## src/rtl/nco_sweep_ctrl.sv

```systemverilog
// Frequency-sweep sequencer for an NCO: steps a tuning word from f_start
// towards f_stop by f_step, holding each point for max(dwell,1) cycles,
// clamping the final point to f_stop. Single-shot or sawtooth-repeat.
module nco_sweep_ctrl #(
    parameter int TW_W = 32,
    parameter int DW_W = 16
) (
    input  logic            clk_top,
    input  logic            rst_top,
    input  logic            start,
    input  logic            abort,
    input  logic            mode,
    input  logic [TW_W-1:0] f_start,
    input  logic [TW_W-1:0] f_stop,
    input  logic [TW_W-1:0] f_step,
    input  logic [DW_W-1:0] dwell,
    output logic [TW_W-1:0] NCO_in,
    output logic            NCO_enable,
    output logic            busy,
    output logic            done,
    output logic            wrap
);

    // STEP is the last cycle of a dwell: the next point is computed while the
    // current one is still being output, so points follow with no gap.
    typedef enum logic [1:0] {IDLE, DWELL, STEP, FINISH} state_t;

    state_t          state, state_nxt;
    logic [TW_W-1:0] nco_q, nco_nxt;
    logic [DW_W-1:0] cnt_q, cnt_nxt;
    logic            wrap_q, wrap_nxt;

    // Sweep configuration captured at start; mid-sweep input changes are ignored.
    logic [TW_W-1:0] lat_start, lat_stop, lat_step;
    logic [DW_W-1:0] lat_reload;
    logic            lat_mode, lat_up;
    logic            load;

    // Cycles remaining after the first cycle of a point; dwell of 0 acts as 1.
    function automatic logic [DW_W-1:0] reload_of(input logic [DW_W-1:0] d);
        return (d == '0) ? '0 : d - DW_W'(1);
    endfunction

    // Next tuning word, clamped to the stop value on reaching/passing it or on
    // carry/borrow out of TW_W bits.
    function automatic logic [TW_W-1:0] next_point(
        input logic [TW_W-1:0] cur,
        input logic [TW_W-1:0] step,
        input logic [TW_W-1:0] stop,
        input logic            up
    );
        logic [TW_W:0] ext;
        if (up) begin
            ext = {1'b0, cur} + {1'b0, step};
            if (ext[TW_W] || (ext[TW_W-1:0] >= stop)) return stop;
        end else begin
            ext = {1'b0, cur} - {1'b0, step};
            if (ext[TW_W] || (ext[TW_W-1:0] <= stop)) return stop;
        end
        return ext[TW_W-1:0];
    endfunction

    assign load = (state == IDLE) && start && !abort;

    // Capture sweep parameters and direction when a sweep is accepted.
    always_ff @(posedge clk_top) begin
        if (load) begin
            lat_start  <= f_start;
            lat_stop   <= f_stop;
            lat_step   <= f_step;
            lat_reload <= reload_of(dwell);
            lat_mode   <= mode;
            lat_up     <= (f_stop >= f_start);
        end
    end

    // State, tuning word, dwell counter and wrap pulse registers.
    always_ff @(posedge clk_top or posedge rst_top) begin
        if (rst_top) begin
            state  <= IDLE;
            nco_q  <= '0;
            cnt_q  <= '0;
            wrap_q <= 1'b0;
        end else begin
            state  <= state_nxt;
            nco_q  <= nco_nxt;
            cnt_q  <= cnt_nxt;
            wrap_q <= wrap_nxt;
        end
    end

    // Next-state, next tuning word and dwell counting.
    always_comb begin
        state_nxt = state;
        nco_nxt   = nco_q;
        cnt_nxt   = cnt_q;
        wrap_nxt  = 1'b0;
        if (abort) begin
            state_nxt = IDLE;
            nco_nxt   = '0;
            cnt_nxt   = '0;
        end else begin
            case (state)
                IDLE: begin
                    if (start) begin
                        nco_nxt   = f_start;
                        cnt_nxt   = reload_of(dwell);
                        state_nxt = (reload_of(dwell) == '0) ? STEP : DWELL;
                    end
                end
                DWELL: begin
                    if (cnt_q <= DW_W'(1)) begin
                        cnt_nxt   = '0;
                        state_nxt = STEP;
                    end else begin
                        cnt_nxt = cnt_q - DW_W'(1);
                    end
                end
                STEP: begin
                    cnt_nxt   = lat_reload;
                    state_nxt = (lat_reload == '0) ? STEP : DWELL;
                    if ((nco_q == lat_stop) || (lat_step == '0)) begin
                        if (lat_mode) begin
                            nco_nxt  = lat_start;
                            wrap_nxt = 1'b1;
                        end else begin
                            cnt_nxt   = '0;
                            state_nxt = FINISH;
                        end
                    end else begin
                        nco_nxt = next_point(nco_q, lat_step, lat_stop, lat_up);
                    end
                end
                FINISH: state_nxt = IDLE;
                default: state_nxt = IDLE;
            endcase
        end
    end

    assign NCO_in     = nco_q;
    assign busy       = (state == DWELL) || (state == STEP);
    assign NCO_enable = busy;
    assign done       = (state == FINISH);
    assign wrap       = wrap_q;

endmodule

```

## config.mk

```make
export PLATFORM = sky130hd
export DESIGN_NAME = nco_sweep_ctrl
export DESIGN_NICKNAME = d
export VERILOG_FILES = /design/src/rtl/nco_sweep_ctrl.sv
export SDC_FILE = /design/constraint.sdc
export NUM_CORES = 1
export LEC_CHECK = 0
export ABC_AREA = 0
export CAP_MARGIN = 20
export CORE_MARGIN = 1.5
export CORE_UTILIZATION = 63
export CTS_CLUSTER_DIAMETER = 50
export DETAILED_ROUTE_END_ITERATION = 10
export HOLD_SLACK_MARGIN = 0.08
export PLACE_DENSITY = 0.88
export SETUP_SLACK_MARGIN = 0.5
export SLEW_MARGIN = 5
export SYNTH_ARGS = -nofsm -noshare
export SYNTH_HDL_FRONTEND = slang
export SYNTH_SLANG_ARGS = --single-unit
export TNS_END_PERCENT = 20
```

## constraint.sdc

```tcl
create_clock -name clk_top -period 16.25 [get_ports clk_top]
set_clock_uncertainty 0.1 [all_clocks]
set_input_delay 2.4375 -clock clk_top [delete_from_list [all_inputs] [get_ports clk_top]]
set_output_delay 2.4375 -clock clk_top [all_outputs]
set_load 0.005 [all_outputs]
```

==> results of run 1 <==
[cells in the mapped netlist (all sizes together) (6+ instances only)]
cell type,count,area share
nor3,24,0.0085
buf,21,0.0070
o21a,8,0.0042
nand2,79,0.021
xor2,19,0.012
o41ai,6,0.0037
a21o,33,0.017
nor4,39,0.018
o21ai,72,0.025
o211ai,10,0.0053
and3,9,0.0040
dfrtp,51,0.090
or2,7,0.0031
o21bai,7,0.0040
a221oi,7,0.0043
a21oi,137,0.049
o31ai,11,0.0062
edfxtp,114,0.24
a22o,36,0.022
nor2,154,0.041
a22oi,18,0.0095
xnor2,108,0.067
clkbuf,44,0.012
nand3,13,0.0046
ha,168,0.15
mux2i,15,0.011
inv,136,0.036
nand4,46,0.020
a211oi,30,0.016
nand2b,13,0.0057
and2,7,0.0031
a31oi,12,0.0053
a211o,13,0.0080
or3,24,0.011
nor2b,16,0.0072
[registers in the layout, summed over array words and instances, names as in the netlist]
register	flops
NCO_in	32
lat_start	32
lat_step	32
lat_stop	32
cnt_q	16
lat_reload	16
state	2
lat_mode	1
lat_up	1
wrap	1
[cell type report]
cell class / instances / area share
Multi-Input combinational cell: 1214 / 0.528
Sequential cell: 165 / 0.284
Timing Repair Buffer: 164 / 0.0972
Inverter: 139 / 0.0315
Clock buffer: 17 / 0.0257
Tap cell: 280 / 0.0211
Clock inverter: 15 / 0.0133
[power by group through the flow]
stage | Combinational (mW) | Clock, mW | Sequential (mW)
3_5_place_dp | 1.85 | 0 | 0.692
6_report | 1.94 | 0.444 | 0.696
3_3_place_gp | 1.82 | 0 | 0.686
2_1_floorplan | 1.32 | 0 | 0.648
4_1_cts | 1.88 | 0.441 | 0.686
5_1_grt | 2.10 | 0.455 | 0.702
[per-stage QoR]
| stage | setup slack (ns) | util | hold slack [ns] | power [mW] | area (sq um) |
|---|---|---|---|---|---|
| floorplan | 8.18 | - | 0.386 | 1.97 | 14200 |
| global placement | 9.50 | 0.725 | 0.417 | 2.51 | 15900 |
| detailed placement | 9.35 | 0.725 | 0.429 | 2.54 | 15900 |
| CTS | 9.30 | 0.754 | 0.448 | 3.00 | 16600 |
| global route | 8.65 | 0.755 | 0.476 | 3.26 | 16600 |
| finish | 8.94 | 0.755 | 0.456 | 3.08 | 16600 |
[worst paths after layout]
| kind | to | slack, ns | from | depth (start not counted) |
|---|---|---|---|---|
| min in group asynchronous | NCO_in[29]$_DFFE_PP0P_ | 2.43 | rst_top | 3 |
| setup reg to reg | NCO_in[29]$_DFFE_PP0P_ | 8.94 | lat_step[1]$_DFFE_PP_ | 19 |
| hold reg to reg | cnt_q[5]$_DFFE_PP0P_ | 0.46 | cnt_q[5]$_DFFE_PP0P_ | 2 |
| hold / removal | cnt_q[5]$_DFFE_PP0P_ | 0.46 | cnt_q[5]$_DFFE_PP0P_ | 2 |
| max in group asynchronous | cnt_q[4]$_DFFE_PP0P_ | 13.09 | rst_top | 3 |
| setup / recovery | NCO_in[29]$_DFFE_PP0P_ | 8.94 | lat_step[1]$_DFFE_PP_ | 19 |
[worst max-delay path, delay by kind of cell (launching register included)]
kind | cells | cell delay, ns
AOI/OAI and AO/OA | 11 | 4.35
and+or+nand+nor | 4 | 1.08
adders and majority gates | 2 | 0.76
DFF | 1 | 0.57
xor gates and xnor gates | 1 | 0.16
buffers and inverters | 1 | 0.14
[metal layers]
metal | part of all wire | vias to the layer above | track usage | wire length [um]
met5 | 0 | - | 0 | 0
met4 | 0.036 | 0 | 0.149 | 1690
met3 | 0.12 | 120 | 0.0805 | 5440
met2 | 0.44 | 839 | 0.619 | 20500
met1 | 0.41 | 6444 | 0.564 | 19200
li1 | - | 6067 | - | -
[cell families (layout without fill, tap and decap cells)]
family / count (synthesis) / after routing
AO/OA/AOI/OAI: 449 / 449
flip-flops: 165 / 165
buffers and inverters: 204 / 335
adder cells (fa/ha/maj): 170 / 170
multiplexers: 18 / 18
AND/OR/NAND/NOR: 450 / 450
XOR/XNOR: 127 / 127
==> flow_metrics.py, run 1 <==
metrics = {
    "timing": {
        "post-route-period-util": 0.450,
        "max_slew_margin": 0.280,
        "fmax_ghz": 0.137,
        "report.final.hold_viol_count": 0,
        "rsz0062_at_grt": "false",
        "worstMarginPinSlew_ns": 1.08,
        "min_period_ns": 7.31,
        "setup_tns_ns": 0,
        "setup_violations": 0,
        "drv_slew": 0,
    },
    "finish": {
        "multi_input_area_sq_mm": 0.00875,
        "antenna_cells": 0,
        "final-instance-count-excl-fill": 1994,
        "fillers": 1518,
        "nNetsFinal": 1988,
        "drive_above_1_share": 0.0455,
        "seq_area_sq_mm": 0.00470,
        "final_cell_mix": "168 x ha_1, 153 x nor2_1, 152 x clkdlybuf4s50_1",
        "area_growth_pct": 16.7,
        "layout_commonest_cell": "ha_1",
    },
    "hold_path": {
        "hp-class": "reg -> reg",
    },
    "yosys": {
        "synth_top_family_by_area": "compound AO/OA/AOI/OAI gates",
        "synthAdderAreaFrac": 0.151,
        "synth-edff-count": 114,
        "async_flop_share": 0.309,
        "synth_xor_area_frac": 0.0783,
        "synthSimpleGateAreaFrac": 0.158,
        "yosysWarnings": 0,
        "avgSynthCellArea_sq_um": 8.98,
        "syn-num-nets": 1870,
        "synth_mux_area_frac": 0.0137,
        "synth-seq-cells": 165,
        "ys_types": 85,
        "synth_cells": 1583,
        "ys_seq_area_frac": 0.331,
        "syn_area_sq_mm": 0.0142,
        "synth_compound_area_frac": 0.214,
        "ys.flop_type": "edfxtp_1",
    },
    "pwr": {
        "ir_drop_uv": 105,
        "p_per_area_mw_per_mm2": 186,
        "p_sw_mw": 1.53,
        "switching_share": 0.496,
        "cellInternalPower_mw": 1.55,
        "power.share.clock": 0.144,
        "pwr-share-comb": 0.630,
        "seq_power_share": 0.226,
        "p_leak_nw": 6.91,
    },
    "grt": {
        "grt_max_degree": 72,
        "track_usage": 0.403,
        "grt.overflow.total": 0,
        "grt_pass1_wl_mm": 72.8,
        "grt_antenna_before_repair": 0,
        "grt_pass1_vias": 13000,
    },
    "detailed_routing": {
        "dr_total_vias": 13500,
        "wl_mm": 46.9,
        "wire_per_inst_um": 23.5,
        "drc": 5,
        "viasPerCell": 6.76,
        "postRouteAntennaNets": 0,
        "firstDrtPassIters": 11,
        "drt_iter0_drc": 1448,
    },
    "clocking": {
        "clock_sinks": 165,
        "cts_resized": 0,
        "cts_hold_buffers": 0,
        "cts_buffer_depth": 2,
        "root_buffer": "clkbuf_16",
        "cts_tree": "yes",
        "worstSkewPairLatency_ns": 0.45,
        "path_clk_slew_ns": 0.09,
        "post_cts_buffers": 0,
        "htreeDepth": 4,
        "numCtsBuffers": 17,
    },
    "placement": {
        "place_hpwl_mm": 36.1,
        "place.gp.congestion": 0.980,
        "io_buffer_count": 152,
        "place_inst": 1960,
    },
    "die": {
        "start_util": 0.647,
        "dieHeight_um": 153,
        "rows": 54,
        "core_area_sq_mm": 0.0220,
        "ios": 153,
        "die_w_um": 153,
        "dieArea_sq_mm": 0.0235,
    },
    "run_status": {
        "violations": "design-rule violations",
        "status": "finished with violations",
    },
    "setup_path": {
        "critPathKind": "reg -> reg",
        "critical-path-max-stage-delay_ns": 0.80,
        "cpMostUsedCell": "a211oi_1",
        "arrival_ns": 7.52,
        "cp-start-kind": "register",
        "slowest_stage": "a211oi_1",
        "worstPathCellList": "inv_1 > fa_1 > a21o_1 > a221oi_1 > nor3_1 > a211oi_1 > o31ai_1 > a211o_1 > xnor2_1 > ha_1 > nand4_1 > nor4_1 > nor3b_1 > o41ai_1 > o2bb2ai_1 > a21oi_1 > o21bai_2 > a211oi_1 > o21ai_0",
        "crit_path_end_kind": "register",
        "path_max_fanout": 10,
        "cp.required_ns": 16.46,
    },
    "job": {
        "maxCapViolations": 0,
    },
}
Power figures use the tool's default switching activity.
==> inputs of run 2 (changes only) <==
--- a/config.mk
+++ b/config.mk
@@ -8,11 +8,11 @@
 export ABC_AREA = 0
 export CAP_MARGIN = 20
 export CORE_MARGIN = 1.5
-export CORE_UTILIZATION = 63
+export CORE_UTILIZATION = 59
 export CTS_CLUSTER_DIAMETER = 50
 export DETAILED_ROUTE_END_ITERATION = 10
 export HOLD_SLACK_MARGIN = 0.08
-export PLACE_DENSITY = 0.88
+export PLACE_DENSITY = 0.83
 export SETUP_SLACK_MARGIN = 0.5
 export SLEW_MARGIN = 5
 export SYNTH_ARGS = -nofsm -noshare
==> constraint.sdc (replaced) <==
create_clock -name clk_top -period 7.6 [get_ports clk_top]
set_clock_uncertainty 0.1 [all_clocks]
set_input_delay 1.14 -clock clk_top [delete_from_list [all_inputs] [get_ports clk_top]]
set_output_delay 1.14 -clock clk_top [all_outputs]
set_load 0.005 [all_outputs]
==> run 2 against run 1 <==
Net effect: the run now ends clean; critical path type unchanged; first-iteration DRC count decreased by 14%; core utilization fell by 4.9 points; critical endpoint is now NCO_in[31]$_DFFE_PP0P_; final area up 0.24%; register-to-register slack lost 7.8 ns.
==> flow_metrics.py, run 2 (synthesis results as in run 1) <==
metrics = {
    "die": {
        "ios": 153,
        "start_util": 0.604,
        "rows": 56,
        "die_w_um": 158,
        "dieArea_sq_mm": 0.0250,
        "core_area_sq_mm": 0.0235,
        "dieHeight_um": 158,
    },
    "detailed_routing": {
        "firstDrtPassIters": 6,
        "viasPerCell": 6.51,
        "wl_mm": 46.4,
        "postRouteAntennaNets": 0,
        "drc": 0,
        "wire_per_inst_um": 22.8,
        "drt_iter0_drc": 1241,
        "dr_total_vias": 13200,
    },
    "timing": {
        "fmax_ghz": 0.156,
        "setup_violations": 0,
        "min_period_ns": 6.42,
        "drv_slew": 0,
        "worstMarginPinSlew_ns": 1.11,
        "post-route-period-util": 0.844,
        "report.final.hold_viol_count": 0,
        "whs_ns": 0.449,
        "setup_tns_ns": 0,
        "rsz0062_at_grt": "false",
        "max_slew_margin": 0.239,
    },
    "grt": {
        "grt.overflow.total": 0,
        "grt_pass1_wl_mm": 71.3,
        "track_usage": 0.377,
        "grt_pass1_vias": 12600,
        "grt_max_degree": 71,
        "grt_antenna_before_repair": 0,
    },
    "finish": {
        "fillers": 1873,
        "drive_above_1_share": 0.0461,
        "seq_area_sq_mm": 0.00470,
        "nNetsFinal": 1989,
        "antenna_cells": 0,
        "multi_input_area_sq_mm": 0.00875,
        "layout_commonest_cell": "ha_1",
        "final_cell_mix": "168 x ha_1, 153 x nor2_1, 152 x clkdlybuf4s50_1",
        "area_growth_pct": 16.9,
    },
    "pwr": {
        "power.share.clock": 0.144,
        "total_power_mw": 6.55,
        "pwr-share-comb": 0.630,
        "p_sw_mw": 3.24,
        "p_per_area_mw_per_mm2": 394,
        "ir_drop_uv": 323,
        "switching_share": 0.495,
        "seq_power_share": 0.226,
        "cellInternalPower_mw": 3.31,
        "p_leak_nw": 6.91,
    },
    "clocking": {
        "clock_sinks": 165,
        "cts_tree": "yes",
        "root_buffer": "clkbuf_16",
        "numCtsBuffers": 17,
        "path_clk_slew_ns": 0.08,
        "post_cts_buffers": 0,
        "cts_hold_buffers": 0,
        "worstSkewPairLatency_ns": 0.45,
        "cts_resized": 0,
        "cts_buffer_depth": 2,
        "htreeDepth": 4,
    },
    "placement": {
        "place.gp.congestion": 0.980,
        "io_buffer_count": 152,
        "place_hpwl_mm": 36.0,
    },
    "setup_path": {
        "arrival_ns": 6.65,
        "cp-start-kind": "register",
        "path_max_fanout": 10,
        "crit_path_end_kind": "register",
        "cp.required_ns": 7.84,
        "critPathKind": "reg -> reg",
    },
    "hold_path": {
        "hp-class": "reg -> reg",
    },
    "run_status": {
        "status": "completed",
    },
    "job": {
        "maxCapViolations": 0,
    },
}
## run 2: changes by cell type in the layout (fill, tap and decap cells not counted)
cell        delta
buf_6          +1
clkinv_4       -1
clkinv_8       -1
clkinvlp_4     +2
inv_12         -2
inv_8          +2
## run 2: worst paths after layout
kind / start / end / slack [ns] / cells after the start
worst max-delay path: NCO_in[0]$_DFFE_PP0P_ / NCO_in[31]$_DFFE_PP0P_ / 1.18 / 21
worst min-delay path: cnt_q[5]$_DFFE_PP0P_ / cnt_q[5]$_DFFE_PP0P_ / 0.45 / 2
worst max register to register: NCO_in[0]$_DFFE_PP0P_ / NCO_in[31]$_DFFE_PP0P_ / 1.18 / 21
worst min register to register: cnt_q[5]$_DFFE_PP0P_ / cnt_q[5]$_DFFE_PP0P_ / 0.45 / 2
max in group asynchronous: rst_top / NCO_in[7]$_DFFE_PP0P_ / 5.79 / 3
min in group asynchronous: rst_top / state[0]$_DFFE_PP0P_ / 1.10 / 3
## run 2: per-layer routing
layer  track usage  share of wire  vias to the layer above
li1              -              -                     6073
met1         0.525           0.42                     6309
met2         0.592           0.45                      757
met3        0.0613          0.098                       99
met4         0.138          0.035                        0
met5             0              0                        -
## run 2: through the flow
stage	instance area, sq um	utilization	instances	worst slack (ns)
after global routing	16600	0.706	2034	0.702
after detailed placement	16000	0.679	2001	1.30
after global placement	16000	0.678	2000	1.54
final	16600	0.706	2034	1.18
after floorplan	14200	-	1583	0.824
after CTS	16600	0.705	2033	1.26
## run 2: worst max-delay path: stages, from the launching register on
cell and delay [ns]:
dfrtp_1 0.45, inv_1 0.08, ha_1 0.16, inv_1 0.05, fa_1 0.40, a21o_1 0.20, a221oi_1 0.50, nor3_1 0.11
a211oi_1 0.57, o31ai_1 0.36, a21boi_0 0.29, xnor2_1 0.10, ha_1 0.33, nand4_1 0.20, nor4_1 0.43, nor3b_1 0.24
o41ai_1 0.11, o2bb2ai_1 0.16, a21oi_1 0.43, o21bai_2 0.28, or4b_1 0.57, and3_1 0.19
## run 2: final cells by class
class | instances | area share
inverter | 139 | 0.0314
timing repair buffer | 165 | 0.0977
multi-input combinational | 1214 | 0.526
clock buffer | 17 | 0.0256
sequential | 165 | 0.283
tap | 319 | 0.0240
clock inverter | 15 | 0.0120
## run 2: power groups by stage
stage               registers, mW  logic, mW  clock network [mW]
floorplan                    1.39       2.82                   0
global placement             1.47       3.94                   0
detailed placement           1.48       3.96                   0
CTS                          1.46       4.01               0.945
global route                 1.49       4.50               0.981
finish                       1.48       4.13               0.945
